File: src/rtl/mux_arb_pkg.sv
// Shared types and constants for the two-input stream arbiter.
package mux_arb_pkg;

    typedef enum logic [1:0] {
        IDLE    = 2'd0,
        GRANT_A = 2'd1,
        GRANT_B = 2'd2
    } arb_state_t;

    localparam logic SEL_A = 1'b0;
    localparam logic SEL_B = 1'b1;

endpackage

File: src/rtl/stream_out_reg.sv
// Single-stage registered output slot with valid/ready handshake.
module stream_out_reg #(
    parameter int DATA_WIDTH = 32
) (
    input  logic                  sys_clk,
    input  logic                  sys_rst,
    input  logic                  load,
    input  logic [DATA_WIDTH-1:0] in_data,
    input  logic                  in_last,
    input  logic                  out_ready,
    output logic [DATA_WIDTH-1:0] out_data,
    output logic                  out_valid,
    output logic                  out_last
);

    logic [DATA_WIDTH-1:0] data_r;
    logic                  valid_r;
    logic                  last_r;

    // Load on accept; otherwise drop valid once downstream takes the beat.
    always_ff @(posedge sys_clk) begin
        if (!sys_rst) begin
            data_r  <= '0;
            valid_r <= 1'b0;
            last_r  <= 1'b0;
        end else if (load) begin
            data_r  <= in_data;
            valid_r <= 1'b1;
            last_r  <= in_last;
        end else if (out_ready) begin
            valid_r <= 1'b0;
        end
    end

    assign out_data  = data_r;
    assign out_valid = valid_r;
    assign out_last  = last_r;

endmodule

File: src/rtl/mux2_stream_arb.sv
// Round-robin burst arbiter for two valid/ready streams; drives the mux select
// and a registered copy of the granted stream.
module mux2_stream_arb
    import mux_arb_pkg::*;
#(
    parameter int DATA_WIDTH = 32,
    parameter int BURST_MAX  = 16
) (
    input  logic                  sys_clk,
    input  logic                  sys_rst,
    input  logic [DATA_WIDTH-1:0] a_data,
    input  logic                  a_valid,
    input  logic                  a_last,
    output logic                  a_ready,
    input  logic [DATA_WIDTH-1:0] b_data,
    input  logic                  b_valid,
    input  logic                  b_last,
    output logic                  b_ready,
    output logic                  sel,
    output logic [DATA_WIDTH-1:0] out_data,
    output logic                  out_valid,
    output logic                  out_last,
    input  logic                  out_ready
);

    localparam int               CNT_W   = $clog2(BURST_MAX + 1);
    localparam logic [CNT_W-1:0] CNT_MAX = CNT_W'(BURST_MAX);

    arb_state_t            state_r;
    logic                  prio_r;
    logic                  sel_r;
    logic [CNT_W-1:0]      cnt_r;
    logic [CNT_W-1:0]      cnt_nxt_s;
    logic                  slot_free_s;
    logic                  a_ready_s;
    logic                  b_ready_s;
    logic                  a_acc_s;
    logic                  b_acc_s;
    logic                  load_s;
    logic [DATA_WIDTH-1:0] load_data_s;
    logic                  load_last_s;

    assign slot_free_s = !out_valid || out_ready;
    assign cnt_nxt_s   = cnt_r + {{(CNT_W-1){1'b0}}, 1'b1};

    // Readies follow the grant; held low while reset is asserted so no beat is lost.
    always_comb begin
        a_ready_s = 1'b0;
        b_ready_s = 1'b0;
        if (sys_rst) begin
            case (state_r)
                GRANT_A: a_ready_s = slot_free_s;
                GRANT_B: b_ready_s = slot_free_s;
                default: begin
                    a_ready_s = 1'b0;
                    b_ready_s = 1'b0;
                end
            endcase
        end else begin
            a_ready_s = 1'b0;
            b_ready_s = 1'b0;
        end
    end

    assign a_acc_s = a_valid && a_ready_s;
    assign b_acc_s = b_valid && b_ready_s;
    assign load_s  = a_acc_s || b_acc_s;

    // Route the accepted beat into the output slot.
    always_comb begin
        load_data_s = a_data;
        load_last_s = a_last;
        if (b_acc_s) begin
            load_data_s = b_data;
            load_last_s = b_last;
        end else begin
            load_data_s = a_data;
            load_last_s = a_last;
        end
    end

    // Grant FSM with priority hand-off and burst counter; a burst cap ends the
    // grant without touching out_last so the packet continues on a later grant.
    always_ff @(posedge sys_clk) begin
        if (!sys_rst) begin
            state_r <= IDLE;
            prio_r  <= SEL_A;
            sel_r   <= SEL_A;
            cnt_r   <= '0;
        end else begin
            case (state_r)
                IDLE: begin
                    if (a_valid && (!b_valid || prio_r == SEL_A)) begin
                        state_r <= GRANT_A;
                        sel_r   <= SEL_A;
                        cnt_r   <= '0;
                    end else if (b_valid) begin
                        state_r <= GRANT_B;
                        sel_r   <= SEL_B;
                        cnt_r   <= '0;
                    end
                end
                GRANT_A: begin
                    if (a_acc_s) begin
                        cnt_r <= cnt_nxt_s;
                        if (a_last || cnt_nxt_s == CNT_MAX) begin
                            state_r <= IDLE;
                            prio_r  <= SEL_B;
                        end
                    end
                end
                GRANT_B: begin
                    if (b_acc_s) begin
                        cnt_r <= cnt_nxt_s;
                        if (b_last || cnt_nxt_s == CNT_MAX) begin
                            state_r <= IDLE;
                            prio_r  <= SEL_A;
                        end
                    end
                end
                default: state_r <= IDLE;
            endcase
        end
    end

    stream_out_reg #(
        .DATA_WIDTH (DATA_WIDTH)
    ) u_out_reg (
        .sys_clk   (sys_clk),
        .sys_rst   (sys_rst),
        .load      (load_s),
        .in_data   (load_data_s),
        .in_last   (load_last_s),
        .out_ready (out_ready),
        .out_data  (out_data),
        .out_valid (out_valid),
        .out_last  (out_last)
    );

    assign a_ready = a_ready_s;
    assign b_ready = b_ready_s;
    assign sel     = sel_r;

endmodule
File: config.mk
export PLATFORM = sky130hd
export DESIGN_NAME = mux2_stream_arb
export DESIGN_NICKNAME = d
export VERILOG_FILES = /design/src/rtl/mux_arb_pkg.sv /design/src/rtl/stream_out_reg.sv /design/src/rtl/mux2_stream_arb.sv
export SDC_FILE = /design/constraint.sdc
export NUM_CORES = 1
export LEC_CHECK = 0
export ABC_AREA = 0
export CORE_MARGIN = 10
export CORE_UTILIZATION = 45
export CTS_CLUSTER_SIZE = 14
export DETAILED_ROUTE_END_ITERATION = 16
export PLACE_DENSITY = 0.92
export SLEW_MARGIN = 20
export SYNTH_ARGS = -nofsm -noshare
export SYNTH_HDL_FRONTEND = slang
export SYNTH_HIERARCHICAL = 1
export SYNTH_SLANG_ARGS = --single-unit
File: constraint.sdc
create_clock -name sys_clk -period 3.1 [get_ports sys_clk]
set_input_delay 0.775 -clock sys_clk [delete_from_list [all_inputs] [get_ports sys_clk]]
set_output_delay 0.775 -clock sys_clk [all_outputs]
set_load 0.02 [all_outputs]
==> flow_summary.ini <==
[status]
status = completed

[yosys]
netlist_instances = 221
netlist_area_mm2 = 0.002369
synth_cell_type_count = 38
yosysWarnings = 6
yosysTopAreaCell = dfxtp_1
yosysSeqAreaShare_pct = 36.34
synth.avg_cell_area_um2 = 10.72
syn_nets = 297
synth_top_area_share_pct = 36.34
netlist_top_cells_area = dfxtp_1 (36%), mux2_2 (16%), mux2i_1 (15%), nor2b_1 (9.2%), ha_1 (2.6%)
ys_ff_latch = 43

[global_route]
met1_usage_pct = 17.52
antenna_found_initial = 0
use_met3_pct = 4.358
grt_pass1_vias = 2137
grt_pass1_wl_um = 11050
grt_use_total_pct = 15.81
grt_overflow_total = 0
grt.busiest_layer = met2
grt_max_degree = 46
grt_util_met2_pct = 28.88

[timing]
max_freq_mhz = 336.1
hold_violations = 0
setup-violations-final = 0
period_needed_ns = 2.975
slew_viol_final = 0
slew_headroom_pct = 66.33
hold_ws_ns = 0.5179
finClkSkew_ns = 0.01039
setup_tns_ns = 0
min_period_over_period_pct = 95.97
rsz0062_at_grt = false
worst_pin_slew_ns = 0.5050

[placed_design]
gp_congestion = 0.7987
io_buffers = 107
dp.cells = 392
dp_hpwl_um = 5507

[pwr]
worst_ir_drop_vdd_mv = 0.5081
leakage_nw = 1.288
p_per_area_mw_per_mm2 = 579.7
power_mw = 2.089

[route]
drc_errors = 0
vias_per_cell = 5.018
drt.antenna.violating_nets = 0
dr_total_vias = 2007
drt_pass1_iterations = 4
wl_per_cell_um = 16.94
drt-initial-drc-count = 81
routed_wl_um = 6776

[clock_network]
worstSkewPairLatency_ns = 0.29
clock_sinks = 43
numCtsBuffers = 5
cts_resized = 0
cts_max_level = 2
cts_setup_buffers = 0
root_buffer = clkbuf_8
path_clk_slew_ns = 0.08
tritoncts = yes
holdBufCountCts = 0
clk_path_buf_depth = 2

[setup_path]
crit_required_ns = 2.32
crit_path_end_kind = primary output
r2r_slack_ns = 1.15
reg2reg_from = state_r[0]
r2r_end = u_out_reg/out_data[30]
path_max_fanout = 3
startpoint = out_ready
arrival_ns = 2.20
timing_worst_setup_path_type = in -> out
reg2reg_depth = 7
endpoint = b_ready
start_kind = input pin

[worst_hold_path]
hold_class = reg -> reg
min-delay-start = u_out_reg/out_data[4]

[final_layout]
final_util_pct = 70.55
final_cells = 400
n_antenna_cell = 0
drive_above_1_share_pct = 16.97
area_growth_syn_to_layout_pct = 52.14
fin_nets = 405

[job]
max_cap_viol_count = 0

[die]
initial_core_util_pct = 46.37
die_w_um = 92.55
coreArea_mm2 = 0.005107
die_area_mm2 = 0.008566
num_rows = 26
io_pins = 108
die_h_um = 92.55
-- cells in the mapped netlist --
| cell | n |
|---|---|
| a2111oi_4 | 1 |
| a211oi_1 | 1 |
| a21boi_0 | 1 |
| a21oi_1 | 4 |
| a22o_1 | 1 |
| a31oi_4 | 1 |
| a32o_1 | 2 |
| a32o_2 | 1 |
| and2_4 | 1 |
| and3_1 | 2 |
| buf_12 | 3 |
| buf_2 | 4 |
| buf_4 | 1 |
| buf_6 | 1 |
| clkbuf_1 | 4 |
| dfxtp_1 | 43 |
| ha_1 | 5 |
| inv_1 | 5 |
| mux2_2 | 33 |
| mux2i_1 | 35 |
| nand2_1 | 10 |
| nand2b_1 | 1 |
| nand2b_4 | 1 |
| nand3_1 | 3 |
| nand3_4 | 1 |
| nand3b_1 | 2 |
| nand4_1 | 2 |
| nand4b_1 | 1 |
| nor2_1 | 5 |
| nor2b_1 | 35 |
| nor3_1 | 2 |
| nor3b_1 | 1 |
| o211a_1 | 2 |
| o21a_1 | 1 |
| o21ai_0 | 2 |
| o21ai_2 | 1 |
| o221ai_1 | 1 |
| o2bb2ai_1 | 1 |
-- area by class of cell --
class / count / area (um^2)
Fill cell: 393 / 1504
Multi-Input combinational cell: 160 / 1376
Timing Repair Buffer: 114 / 1124
Sequential cell: 43 / 860.8
Tap cell: 70 / 87.58
Clock buffer: 5 / 68.82
Clock inverter: 3 / 67.56
Inverter: 5 / 18.77
-- metrics by stage --
stage / setup WS (ns) / area [um^2]
floorplan: 1.055 / 2369
global placement: 0.1687 / 3467
detailed placement: 0.1315 / 3467
CTS: 0.1240 / 3603
global route: 0.04478 / 3603
finish: 0.1249 / 3603
-- flip-flops by register name, summed over array words and instances, names as in the netlist --
signal and flops:
u_out_reg/out_data 32, cnt_r 5, state_r 2, prio_r 1
sel 1, u_out_reg/out_last 1, u_out_reg/out_valid 1
-- routing by layer --
metal / vias up / part of all wire [%]
met5: - / 0
met4: 0 / 1.4
met3: 7 / 5.4
met2: 71 / 49
met1: 938 / 44
li1: 991 / -
-- power by group --
group	switching (mW)	internal (mW)	total [mW]
Sequential	0.0555	0.632	0.688
Clock	0.194	0.321	0.515
Combinational	0.427	0.459	0.886
-- layout by cell type, fill, tap and decap left out, drive strengths merged --
master / Yosys / routed
inv: 5 / 5
and2: 1 / 1
clkdlybuf4s50: 0 / 107
mux2: 33 / 33
o21a: 1 / 1
nor2: 5 / 5
a211oi: 1 / 1
nand3b: 2 / 2
a32o: 3 / 3
o2bb2ai: 1 / 1
bufinv: 0 / 2
a2111oi: 1 / 1
o221ai: 1 / 1
nor2b: 35 / 35
o211a: 2 / 2
a31oi: 1 / 1
nor3: 2 / 2
nand3: 4 / 4
ha: 5 / 5
nand4: 2 / 2
a21oi: 4 / 4
o21ai: 3 / 3
a22o: 1 / 1
nand2: 10 / 10
mux2i: 35 / 35
nor3b: 1 / 1
buf: 9 / 7
nand2b: 2 / 2
clkbuf: 4 / 5
clkinvlp: 0 / 1
nand4b: 1 / 1
dfxtp: 43 / 43
and3: 2 / 2
a21boi: 1 / 1
-- kinds of logic after synthesis --
family | Yosys count | synth area share [%]
multiplexers | 68 | 30.48
adder cells (fa/ha/maj) | 5 | 2.641
buffers and inverters | 18 | 5.600
flip-flops | 43 | 36.34
AO/OA/AOI/OAI | 20 | 7.925
AND/OR/NAND/NOR | 67 | 17.01
-- worst min path at each step --
stage,end,slack (ns),cells past startpoint
after floorplan,state_r[1],0.47,2
after global placement,u_out_reg/out_data[12],0.49,2
after detailed placement,u_out_reg/out_data[1],0.50,2
after CTS,u_out_reg/out_data[1],0.52,2
after global routing,u_out_reg/out_data[4],0.54,2
final,u_out_reg/out_data[4],0.52,2
-- critical path, cell delays in order --
cell and delay (ns):
clkdlybuf4s50_1 0.48, nand2b_4 0.13, and3_1 0.19, clkdlybuf4s50_1 0.63
Power figures use the tool's default switching activity.
